**src/rtl/dds_sweep_ctrl.sv**
```systemverilog
// Frequency-sweep sequencer: steps the DDS tuning word between start/stop with
// per-word dwell, in single, sawtooth, triangle or constant-tone patterns.
module dds_sweep_ctrl #(
  parameter int N  = 14,
  parameter int DW = 16
) (
  input  logic          clk,
  input  logic          rst,
  input  logic          cfg_valid,
  output logic          cfg_ready,
  input  logic [N-1:0]  cfg_start,
  input  logic [N-1:0]  cfg_stop,
  input  logic [N-1:0]  cfg_step,
  input  logic [DW-1:0] cfg_dwell,
  input  logic [1:0]    cfg_mode,
  input  logic          start,
  input  logic          abort,
  output logic [N-1:0]  fcw,
  output logic          fcw_upd,
  output logic          eo,
  output logic          busy,
  output logic          done
);

  typedef enum logic [1:0] {S_IDLE, S_SWEEP, S_DONE} state_t;

  state_t state_q, state_d;

  logic [N-1:0]  sh_start_q, sh_stop_q, sh_step_q;
  logic [DW-1:0] sh_dwell_q;
  logic [1:0]    sh_mode_q;
  logic          loaded_q;

  // Active copy taken at start, so a config accepted in the same cycle cannot
  // alter the sweep that the start launched.
  logic [N-1:0]  a_start_q, a_stop_q, a_step_q;
  logic [N-1:0]  a_start_d, a_stop_d, a_step_d;
  logic [DW-1:0] a_dwell_q, a_dwell_d;
  logic [1:0]    a_mode_q, a_mode_d;

  logic [N-1:0]  fcw_q, fcw_d;
  logic          upd_q, upd_d;
  logic [DW-1:0] cnt_q, cnt_d;
  logic          rev_q, rev_d;

  logic          up0, dir_up, degen, at_end, expire, single, go;
  logic [N-1:0]  tgt;

  function automatic logic [N-1:0] step_word(input logic [N-1:0] cur,
                                              input logic [N-1:0] stp,
                                              input logic [N-1:0] lim,
                                              input logic         up);
    logic [N:0] s;
    if (up) begin
      s = {1'b0, cur} + {1'b0, stp};
      step_word = (s[N] || (s[N-1:0] >= lim)) ? lim : s[N-1:0];
    end else begin
      s = {1'b0, cur} - {1'b0, stp};
      step_word = (s[N] || (s[N-1:0] <= lim)) ? lim : s[N-1:0];
    end
  endfunction

  // rev_q=1 means the current segment heads back toward the start word.
  assign up0    = (a_start_q <= a_stop_q);
  assign dir_up = up0 ^ rev_q;
  assign tgt    = rev_q ? a_start_q : a_stop_q;
  assign degen  = (a_step_q == '0) || (a_start_q == a_stop_q);
  assign at_end = (fcw_q == tgt);
  assign expire = (cnt_q == '0);
  assign single = (a_mode_q != 2'd1) && (a_mode_q != 2'd2);
  assign go     = (state_q != S_SWEEP) && start && loaded_q && !abort;

  always_ff @(posedge clk) begin
    if (rst) state_q <= S_IDLE;
    else     state_q <= state_d;
  end

  always_comb begin
    state_d = state_q;
    if (abort) begin
      state_d = S_IDLE;
    end else begin
      case (state_q)
        S_IDLE:  state_d = go ? S_SWEEP : S_IDLE;
        S_DONE:  state_d = go ? S_SWEEP : S_IDLE;
        S_SWEEP: if (!degen && expire && at_end && single) state_d = S_DONE;
        default: state_d = S_IDLE;
      endcase
    end
  end

  always_comb begin
    cfg_ready = (state_q != S_SWEEP);
    busy      = (state_q == S_SWEEP);
    eo        = (state_q == S_SWEEP);
    done      = (state_q == S_DONE);
    fcw       = fcw_q;
    fcw_upd   = upd_q;
  end

  always_comb begin
    fcw_d     = fcw_q;
    upd_d     = 1'b0;
    cnt_d     = cnt_q;
    rev_d     = rev_q;
    a_start_d = a_start_q;
    a_stop_d  = a_stop_q;
    a_step_d  = a_step_q;
    a_dwell_d = a_dwell_q;
    a_mode_d  = a_mode_q;
    if (abort) begin
      fcw_d = '0;
      rev_d = 1'b0;
    end else if (go) begin
      a_start_d = sh_start_q;
      a_stop_d  = sh_stop_q;
      a_step_d  = sh_step_q;
      a_dwell_d = sh_dwell_q;
      a_mode_d  = sh_mode_q;
      fcw_d     = sh_start_q;
      upd_d     = 1'b1;
      cnt_d     = sh_dwell_q;
      rev_d     = 1'b0;
    end else if (state_q == S_SWEEP && !degen) begin
      if (!expire) begin
        cnt_d = cnt_q - 1'b1;
      end else if (!at_end) begin
        fcw_d = step_word(fcw_q, a_step_q, tgt, dir_up);
        upd_d = 1'b1;
        cnt_d = a_dwell_q;
      end else if (a_mode_q == 2'd1) begin
        fcw_d = a_start_q;
        upd_d = 1'b1;
        cnt_d = a_dwell_q;
      end else if (a_mode_q == 2'd2) begin
        // Turn around and take the first step of the new segment immediately.
        rev_d = !rev_q;
        fcw_d = step_word(fcw_q, a_step_q, rev_q ? a_stop_q : a_start_q, !dir_up);
        upd_d = 1'b1;
        cnt_d = a_dwell_q;
      end
    end
  end

  always_ff @(posedge clk) begin
    if (rst) begin
      fcw_q     <= '0;
      upd_q     <= 1'b0;
      cnt_q     <= '0;
      rev_q     <= 1'b0;
      a_start_q <= '0;
      a_stop_q  <= '0;
      a_step_q  <= '0;
      a_dwell_q <= '0;
      a_mode_q  <= '0;
    end else begin
      fcw_q     <= fcw_d;
      upd_q     <= upd_d;
      cnt_q     <= cnt_d;
      rev_q     <= rev_d;
      a_start_q <= a_start_d;
      a_stop_q  <= a_stop_d;
      a_step_q  <= a_step_d;
      a_dwell_q <= a_dwell_d;
      a_mode_q  <= a_mode_d;
    end
  end

  always_ff @(posedge clk) begin
    if (rst) begin
      sh_start_q <= '0;
      sh_stop_q  <= '0;
      sh_step_q  <= '0;
      sh_dwell_q <= '0;
      sh_mode_q  <= '0;
      loaded_q   <= 1'b0;
    end else if (cfg_valid && cfg_ready) begin
      sh_start_q <= cfg_start;
      sh_stop_q  <= cfg_stop;
      sh_step_q  <= cfg_step;
      sh_dwell_q <= cfg_dwell;
      sh_mode_q  <= cfg_mode;
      loaded_q   <= 1'b1;
    end
  end

endmodule

```
**config.mk**
```make
export PLATFORM = sky130hd
export DESIGN_NAME = dds_sweep_ctrl
export DESIGN_NICKNAME = d
export VERILOG_FILES = /design/src/rtl/dds_sweep_ctrl.sv
export SDC_FILE = /design/constraint.sdc
export NUM_CORES = 1
export LEC_CHECK = 0
export BUFFER_PORTS_ARGS = -buffer_cell sky130_fd_sc_hd__buf_2
export CAP_MARGIN = 20
export CORE_MARGIN = 3
export CORE_UTILIZATION = 40
export CTS_CLUSTER_DIAMETER = 200
export DETAILED_ROUTE_END_ITERATION = 6
export HOLD_SLACK_MARGIN = 0.02
export PLACE_DENSITY = 0.58
export SYNTH_ARGS = -nofsm -noshare
export SYNTH_HDL_FRONTEND = slang
export SYNTH_SLANG_ARGS = --single-unit
```
**constraint.sdc**
```tcl
create_clock -name clk -period 9.2 [get_ports clk]
set_clock_uncertainty 0.2 [all_clocks]
set_input_delay 0.92 -clock clk [delete_from_list [all_inputs] [get_ports clk]]
set_output_delay 0.92 -clock clk [all_outputs]
set_load 0.05 [all_outputs]
```
==> results of run 1 <==
[final timing paths]
path / slack [ns] / start / depth (start not counted) / to
hold reg to reg: 0.24 / sh_stop_q[10] / 2 / a_stop_q[10]
hold / removal: 0.24 / sh_stop_q[10] / 2 / a_stop_q[10]
setup reg to reg: 3.58 / fcw[6] / 18 / fcw[12]
setup / recovery: 3.58 / fcw[6] / 18 / fcw[12]
[synthesized netlist by cell type (9+ instances only)]
master / instances / area, sq um
a21o_1: 15 / 112.6
a21oi_1: 196 / 980.9
buf_2: 12 / 60.06
clkbuf_1: 58 / 217.7
dfxtp_1: 155 / 3103
ha_1: 94 / 1176
inv_1: 65 / 244.0
mux2i_1: 25 / 250.2
nand2_1: 309 / 1160
nand2b_1: 21 / 131.4
nand3_1: 21 / 105.1
nand4_1: 13 / 81.33
nor2_1: 82 / 307.8
nor2b_1: 11 / 68.82
nor3_1: 20 / 100.1
o211ai_1: 13 / 97.59
o21a_1: 12 / 90.09
o21ai_0: 51 / 255.2
o21ai_1: 9 / 45.04
xnor2_1: 30 / 262.8
[cells by family after synthesis]
| logic type | count (synthesis) |
|---|---|
| and+or+nand+nor | 544 |
| AOI/OAI and AO/OA | 414 |
| DFF | 155 |
| buffers and inverters | 148 |
| adders and majority gates | 97 |
| xor gates and xnor gates | 36 |
| muxes | 32 |
[critical path: cells and delay by family, from the launching register on]
family | cells | cell delay, ns
AO/OA/AOI/OAI | 8 | 2.03
AND/OR/NAND/NOR | 7 | 1.44
adder cells (fa/ha/maj) | 2 | 0.98
flip-flops | 1 | 0.42
XOR/XNOR | 1 | 0.41
[routing by layer]
layer	track usage, %	vias up
li1	-	5089
met1	32.82	4791
met2	38.12	394
met3	4.181	108
met4	10.90	0
met5	0	-
[cell usage in the layout, fill, tap and decap left out, types with 15 or more instances in the layout]
cell and instances:
nand2b_1 21, a21oi_1 196, nand3_1 21, buf_2 82
nor3_1 20, a21o_1 15, ha_1 94, inv_1 65
o21ai_0 51, nand2_1 308, dfxtp_1 154, nor2_1 81
clkbuf_16 17, mux2i_1 25, xnor2_1 30
[per-stage QoR]
step                utilization (%)  total power [mW]  std cells
global route                  45.57             2.005       1806
CTS                           45.50             1.918       1805
detailed placement            43.22             1.199       1773
finish                        45.57             1.918       1806
global placement              43.22             1.197       1773
floorplan                         -             1.069       1426
[state kept, by name, summed over array words and instances, names as in the netlist]
name        count
state_q         2
sh_stop_q      14
sh_start_q     14
cnt_q          16
a_stop_q       14
a_start_q      14
sh_mode_q       2
rev_q           1
sh_dwell_q     16
loaded_q        1
a_dwell_q      16
fcw            14
fcw_upd         1
a_mode_q        2
a_step_q       14
sh_step_q      14
[area by class of cell]
type	instances	area, sq um
clock inverter	15	173.9
sequential	155	3104
fill	2715	14300
multi-input combinational	1123	7082
clock buffer	17	425.4
timing repair buffer	96	528.0
inverter	65	244.0
tap	335	419.2
[power breakdown]
| part | internal [mW] | total, mW | switching (mW) | leakage [nW] |
|---|---|---|---|---|
| sequential | 0.691 | 0.707 | 0.0155 | 1.26 |
| combinational | 0.173 | 0.492 | 0.319 | 3.31 |
| clock | 0.366 | 0.719 | 0.354 | 0.284 |
| total | 1.23 | 1.92 | 0.688 | 4.85 |
==> impl_metrics.env, run 1 <==
export IMPL_status="finished, final reports clean"
export IMPL_dr_pass1_iters=6
export IMPL_slew_viol_final=0
export IMPL_postCtsSetupBuffers=0
export IMPL_wirelength_microns=35680
export IMPL_synth_mux_area_share_pct=3.144
export IMPL_gp_congestion=1.012
export IMPL_setup_viol=0
export IMPL_synth_seq_cells=155
export IMPL_drive_gt1_share_pct=12.51
export IMPL_synth_xor_area_share_pct=3.179
export IMPL_grt_pass1_vias=9675
export IMPL_synthAdderAreaFrac_pct=11.38
export IMPL_yosysWarnings=0
export IMPL_die_h_microns=170.2
export IMPL_insertion_delay_ns=0.44
export IMPL_postCtsHoldBufs=0
export IMPL_num_vias=10380
export IMPL_cts_made_buffers=17
export IMPL_powerDensity_nw_per_um2=160.2
export IMPL_cts_tree="done"
export IMPL_synth_top_family_by_area="compound AO/OA/AOI/OAI gates"
export IMPL_worst_slack_ns=3.578
export IMPL_vias_per_cell=5.749
export IMPL_wl_met3_microns=2393
export IMPL_nNetsFinal=1619
export IMPL_startpoint_type="flop"
export IMPL_antenna_found_initial=0
export IMPL_cp_max_fo=12
export IMPL_wl_met2_microns=15810
export IMPL_synthCells=1426
export IMPL_synth_simple_gate_area_share_pct=23.04
export IMPL_overflow=0
export IMPL_core_area_sq_um=26280
export IMPL_placed_area_sq_um=11360
export IMPL_hold_ws_ns=0.2436
export IMPL_cts_path_max_buffers=2
export IMPL_cts_resized=0
export IMPL_grt_usage_pct=24.32
export IMPL_required_ns=9.33
export IMPL_hold_violations=0
export IMPL_rows=59
export IMPL_worst_path_largest_cell_delay_ns=0.60
export IMPL_grt_pass1_wl_microns=55580
export IMPL_remaining_drc_errors=0
export IMPL_crit_type="reg -> reg"
export IMPL_avgSynthCellArea_sq_um=7.562
export IMPL_tns_ns=0
export IMPL_drt_iter0_drc=925
export IMPL_max_cap_violations=0
export IMPL_post_synth_num_cell_types=101
export IMPL_ys_seq_area_share_pct=28.77
export IMPL_worstPathArrival_ns=5.75
export IMPL_floorplan_initialDensity_pct=41.04
export IMPL_die_area_sq_um=28970
export IMPL_postRouteAntennaNets=0
export IMPL_async_flop_share_pct=0
export IMPL_htreeDepth=4
export IMPL_hp_class="reg -> reg"
export IMPL_io_pins=84
export IMPL_clk_pin_slew_ns=0.09
export IMPL_wl_met1_microns=15810
export IMPL_topRoutingLayerUsed="met4"
export IMPL_fin_crit_ns=5.622
export IMPL_worstPathCellList="ha_1 > nor2b_1 > nor2_1 > o211ai_1 > o21ai_1 > a21oi_1 > nor2_1 > xor2_1 > ha_1 > and3_1 > and2_1 > a31o_2 > a31o_2 > o221ai_2 > nand3_1 > and3_1 > o31a_1 > a211o_1"
export IMPL_dp_slack_ns=3.769
export IMPL_synth_edf_count=0
export IMPL_place_hpwl_microns=26950
export IMPL_wl_per_cell_microns=19.76
export IMPL_peakVddDrop_v=0.00009065
export IMPL_finalCritPeriodShare_pct=61.11
export IMPL_worst_pin_slew_ns=1.074
export IMPL_grt_max_degree=86
export IMPL_clock_sinks=155
export IMPL_cp_end_kind="flop"
export IMPL_fmax_mhz=177.9
export IMPL_synthesis_area_sq_um=10780
export IMPL_fp_dieW_microns=170.2
export IMPL_grt_setup_unrepaired="false"
export IMPL_slew_headroom_pct=28.42
export IMPL_cts_root_buf="clkbuf_16"
export IMPL_ys_flop_type="dfxtp_1"
export IMPL_crit_slowest_cell="ha_1"
export IMPL_design_area_sq_um=11980
export IMPL_port_buffer_count=83
export IMPL_synth_nets=1587
export IMPL_leakage_nw=4.855
export IMPL_diodes=0
export IMPL_area_growth_pct=11.06
export IMPL_synth_compound_area_share_pct=24.77
Note: power is estimated with default switching activity, not from simulation.
==> run 2: changes to the inputs <==
clock period = 5.8 ns   (was 9.2 ns; I/O delays follow)
==> run 2 against run 1 <==
Count of clock-buffer cells in the layout stayed put. Global-route usage grew 0.34 points. Worst hold slack lost 0.073 ns. Critical path type unchanged.
==> impl_metrics.env, run 2 (synthesized netlist as in run 1, its figures left out) <==
export IMPL_tns_ns=0
export IMPL_worst_slack_ns=0.3846
export IMPL_worst_pin_slew_ns=1.069
export IMPL_remaining_drc_errors=0
export IMPL_pwr_share_comb_pct=26.0
export IMPL_grt_setup_unrepaired="false"
export IMPL_dp_cells=1787
export IMPL_setup_viol=0
export IMPL_clk_pin_slew_ns=0.09
export IMPL_postRouteAntennaNets=0
export IMPL_fmax_mhz=184.7
export IMPL_leakage_nw=4.937
export IMPL_hold_depth=3
export IMPL_die_area_sq_um=28970
export IMPL_diodes=0
export IMPL_grt_usage_pct=24.65
export IMPL_slew_viol_final=0
export IMPL_drive_gt1_share_pct=13.40
export IMPL_crit_type="reg -> reg"
export IMPL_hold_ws_ns=0.1702
export IMPL_pwr_share_seq_pct=36.3
export IMPL_cts_root_buf="clkbuf_16"
export IMPL_mostFrequentLayoutCell="nand2_1"
export IMPL_hold_violations=0
export IMPL_postCtsSetupBuffers=0
export IMPL_grt_pass1_vias=9805
export IMPL_vias_per_cell=5.681
export IMPL_switching_power_mw=1.114
export IMPL_clockPowerShare_pct=37.8
export IMPL_core_area_sq_um=26280
export IMPL_grt_pass1_wl_microns=56280
export IMPL_antenna_found_initial=0
export IMPL_gp_congestion=0.9630
export IMPL_clock_sinks=155
export IMPL_fp_dieW_microns=170.2
export IMPL_wirelength_microns=35930
export IMPL_worstPathArrival_ns=5.54
export IMPL_p_sw_share_pct=36.06
export IMPL_port_buffer_count=83
export IMPL_final_cell_mix="nand2_1, a21oi_1, dfxtp_1"
export IMPL_fin_crit_ns=5.415
export IMPL_finalPower_mw=3.088
export IMPL_grt_max_degree=86
export IMPL_final_cell_count_no_fill=1820
export IMPL_dr_pass1_iters=5
export IMPL_finalCritPeriodShare_pct=93.37
export IMPL_floorplan_initialDensity_pct=41.04
export IMPL_cp_end_kind="flop"
export IMPL_die_h_microns=170.2
export IMPL_powerDensity_nw_per_um2=255.3
export IMPL_status="finished, final reports clean"
export IMPL_rr_worst_depth=19
export IMPL_wl_per_cell_microns=19.74
export IMPL_slew_headroom_pct=28.76
export IMPL_hp_class="in -> reg"
export IMPL_insertion_delay_ns=0.44
export IMPL_required_ns=5.92
export IMPL_dp_slack_ns=0.4444
export IMPL_cts_made_buffers=17
export IMPL_rows=59
export IMPL_peakVddDrop_v=0.0001660
export IMPL_area_growth_pct=12.17
export IMPL_num_vias=10340
export IMPL_filler_cell_count=2711
export IMPL_max_cap_violations=0
export IMPL_cts_path_max_buffers=2
export IMPL_top_regs="a_dwell_q x16, cnt_q x16, sh_dwell_q x16"
export IMPL_cts_tree="done"
export IMPL_overflow=0
export IMPL_drt_iter0_drc=831
export IMPL_intPower_mw=1.975
export IMPL_startpoint_type="flop"
export IMPL_nNetsFinal=1633
export IMPL_htreeDepth=4
export IMPL_io_pins=84
export IMPL_place_hpwl_microns=27370
export IMPL_cp_max_fo=14
==> run 2: final cells by class <==
class	count	area (sq um)	area share (%)
Tap cell	335	419.2	3.465
Clock inverter	15	186.4	1.541
Sequential cell	155	3104	25.66
Multi-Input combinational cell	1123	7084	58.56
Clock buffer	17	425.4	3.517
Timing Repair Buffer	110	633.1	5.234
Inverter	65	244.0	2.017
==> run 2: power by group through the flow <==
stage / logic (mW) / clock network, mW / registers (mW)
3_3_place_gp: 0.780 / 0 / 1.14
3_5_place_dp: 0.778 / 0 / 1.14
6_report: 0.802 / 1.17 / 1.12
5_1_grt: 0.879 / 1.23 / 1.12
4_1_cts: 0.783 / 1.19 / 1.12
2_1_floorplan: 0.555 / 0 / 1.14
==> run 2: through the flow <==
stage	instance area [sq um]	util, %
3_3_place_gp	11460	43.62
6_report	12100	46.03
3_5_place_dp	11460	43.62
2_1_floorplan	10780	-
4_1_cts	12070	45.94
5_1_grt	12100	46.03
==> run 2: repair_timing <==
action | in CTS | in global routing
hold buffers | 0 | 0
setup endpoints to repair | 0 | 1
resized for setup | 0 | 1
==> run 2: routing by layer <==
layer | wire length (microns) | vias up | global-route usage (%)
li1 | - | 5108 | -
met5 | 0 | - | 0
met3 | 1606 | 77 | 2.811
met2 | 16360 | 316 | 38.99
met1 | 16560 | 4838 | 34.03
met4 | 1403 | 0 | 10.65
==> run 2: critical path, stage by stage, from the launching register on <==
cell and delay, ns:
dfxtp_1 0.45, inv_1 0.11, ha_1 0.24, fa_1 0.40, nor2b_1 0.19, o31a_2 0.20, o21ai_2 0.13, nor3_1 0.20
nor2_1 0.07, xnor2_1 0.49, ha_1 0.24, nand4_1 0.10, nor2_1 0.20, and3_1 0.19, a221oi_1 0.10, a211oi_4 0.64
nand3_1 0.36, and3_1 0.25, o31a_1 0.28, a211o_1 0.25
==> run 2: final timing paths <==
kind	startpoint	end	slack (ns)
max	fcw[0]	fcw[12]	0.38
min	cfg_start[11]	sh_start_q[11]	0.17
max reg2reg	fcw[0]	fcw[12]	0.38
min reg2reg	sh_stop_q[9]	a_stop_q[9]	0.25
==> run 3: changes to the inputs <==
PLACE_DENSITY = 0.65   (was 0.58)
==> run 3 against run 2 <==
Register-to-register slack hardly changed. Core utilization is 0.11 points higher. Fmax hardly changed. Critical path type unchanged.
==> impl_metrics.env, run 3 (synthesized netlist as in run 1, its figures left out) <==
export IMPL_insertion_delay_ns=0.44
export IMPL_grt_busiest_layer="met2"
export IMPL_final_cell_count_no_fill=1823
export IMPL_grt_usage_pct=24.92
export IMPL_clock_sinks=155
export IMPL_overflow=0
export IMPL_postCtsHoldBufs=0
export IMPL_mostFrequentLayoutCell="nand2_1"
export IMPL_die_h_microns=170.2
export IMPL_grt_setup_unrepaired="false"
export IMPL_fmax_mhz=184.7
export IMPL_drive_gt1_share_pct=13.51
export IMPL_postRouteAntennaNets=0
export IMPL_grt_pass1_vias=9856
export IMPL_setup_viol=0
export IMPL_rows=59
export IMPL_p_sw_share_pct=36.45
export IMPL_drt_iter0_drc=943
export IMPL_place_hpwl_microns=27510
export IMPL_dr_pass1_iters=6
export IMPL_pwr_share_seq_pct=35.7
export IMPL_gp_congestion=0.9988
export IMPL_cp_max_fo=8
export IMPL_met1_usage_pct=34.19
export IMPL_clk_pin_slew_ns=0.08
export IMPL_floorplan_initialDensity_pct=41.04
export IMPL_nNetsFinal=1636
export IMPL_final_cell_mix="nand2_1, a21oi_1, dfxtp_1"
export IMPL_core_area_sq_um=26280
export IMPL_hold_violations=0
export IMPL_htreeDepth=4
export IMPL_io_pins=84
export IMPL_dp_cells=1791
export IMPL_max_cap_violations=0
export IMPL_wirelength_microns=36050
export IMPL_worstPathArrival_ns=5.53
export IMPL_cts_path_max_buffers=2
export IMPL_peakVddDrop_v=0.0001547
export IMPL_powerDensity_nw_per_um2=258.4
export IMPL_die_area_sq_um=28970
export IMPL_antenna_found_initial=0
export IMPL_pwr_share_comb_pct=26.3
export IMPL_grtUsageMet3_pct=4.204
export IMPL_intPower_mw=1.991
export IMPL_startpoint_type="flop"
export IMPL_hp_class="in -> reg"
export IMPL_grt_max_degree=97
export IMPL_fp_dieW_microns=170.2
export IMPL_cts_made_buffers=17
export IMPL_cts_root_buf="clkbuf_16"
export IMPL_cp_end_kind="flop"
export IMPL_area_growth_pct=12.44
export IMPL_slew_viol_final=0
export IMPL_required_ns=5.91
export IMPL_grt_pass1_wl_microns=56680
export IMPL_vias_per_cell=5.789
export IMPL_finalPower_mw=3.133
export IMPL_tns_ns=0
export IMPL_wl_per_cell_microns=19.77
export IMPL_switching_power_mw=1.142
export IMPL_use_met2_pct=38.36
export IMPL_worst_pin_slew_ns=1.022
export IMPL_finalCritPeriodShare_pct=93.37
export IMPL_diodes=0
export IMPL_port_buffer_count=83
export IMPL_fin_crit_ns=5.415
export IMPL_leakage_nw=4.954
export IMPL_crit_type="reg -> reg"
export IMPL_top_regs="a_dwell_q x16, cnt_q x16, sh_dwell_q x16"
export IMPL_status="finished, final reports clean"
export IMPL_cts_tree="done"
export IMPL_slew_headroom_pct=31.88
export IMPL_clockPowerShare_pct=37.9
export IMPL_num_vias=10550
export IMPL_remaining_drc_errors=0
==> run 3: cell types whose count changed in the layout (fill, tap and decap cells not counted) <==
cell / before / now
nor2b_2: 1 / 0
a21boi_1: 0 / 1
buf_12: 1 / 0
buf_4: 27 / 31
inv_8: 4 / 3
clkinv_8: 4 / 7
clkinv_4: 2 / 0
a21boi_2: 1 / 0
nor2b_1: 10 / 11
nand3_1: 21 / 20
nand3_2: 0 / 1
==> run 3: final timing paths <==
kind                                     from  slack, ns      endpoint  cells past startpoint
worst min register to register  sh_stop_q[11]       0.25  a_stop_q[11]                      2
worst max register to register         fcw[0]       0.38        fcw[0]                     20
worst max-delay path                   fcw[0]       0.38        fcw[0]                     20
worst min-delay path              cfg_stop[6]       0.17  sh_stop_q[6]                      3
==> run 3: routing by layer <==
| layer | wire [microns] | vias up | share of wire, % |
|---|---|---|---|
| met5 | 0 | - | 0 |
| met1 | 16170 | 4923 | 45 |
| met3 | 2254 | 95 | 6.3 |
| li1 | - | 5130 | - |
| met2 | 15920 | 405 | 44 |
| met4 | 1702 | 0 | 4.7 |
==> run 3: critical path, cell delays in order (launching register included) <==
cell and delay, ns:
dfxtp_1 0.44, ha_1 0.20, inv_1 0.05, fa_1 0.41, o21bai_1 0.22, a21oi_1 0.12
o21ai_0 0.14, a21boi_0 0.17, xnor2_1 0.39, inv_1 0.13, ha_1 0.24, a2111o_1 0.40
a21oi_1 0.11, o21ai_0 0.24, a31o_2 0.28, a31o_2 0.23, o221ai_2 0.22, and2_1 0.45
mux2_2 0.39, o211ai_1 0.17, o21ai_1 0.09
==> run 3: area by class of cell <==
type / count / area, sq um
Clock inverter: 15 / 206.4
Timing Repair Buffer: 113 / 643.1
Inverter: 65 / 244.0
Multi-Input combinational cell: 1123 / 7083
Fill cell: 2686 / 14150
Tap cell: 335 / 419.2
Sequential cell: 155 / 3104
Clock buffer: 17 / 425.4
==> run 3: per-stage QoR <==
| step | cell area [sq um] | util (%) | setup WS, ns | hold slack (ns) |
|---|---|---|---|---|
| floorplan | 10780 | - | 0.8004 | 0.2321 |
| global placement | 11490 | 43.72 | 0.5369 | 0.2392 |
| detailed placement | 11490 | 43.72 | 0.4990 | 0.2447 |
| CTS | 12120 | 46.12 | 0.4852 | 0.1555 |
| global route | 12130 | 46.14 | 0.01775 | 0.1657 |
| finish | 12130 | 46.14 | 0.3847 | 0.1705 |
==> run 3: power by group through the flow <==
stage	registers (mW)	logic, mW	clock network, mW
finish	1.12	0.825	1.19
global route	1.12	0.897	1.25
CTS	1.12	0.802	1.21
detailed placement	1.14	0.797	0
global placement	1.14	0.799	0
floorplan	1.14	0.555	0
==> run 3: repair_timing <==
| item | in CTS | in global routing |
|---|---|---|
| setup endpoints to repair | 0 | 1 |
| gates resized for setup | 0 | 1 |
| buffers inserted | 0 | 0 |
| endpoints found under the hold margin | 0 | 0 |
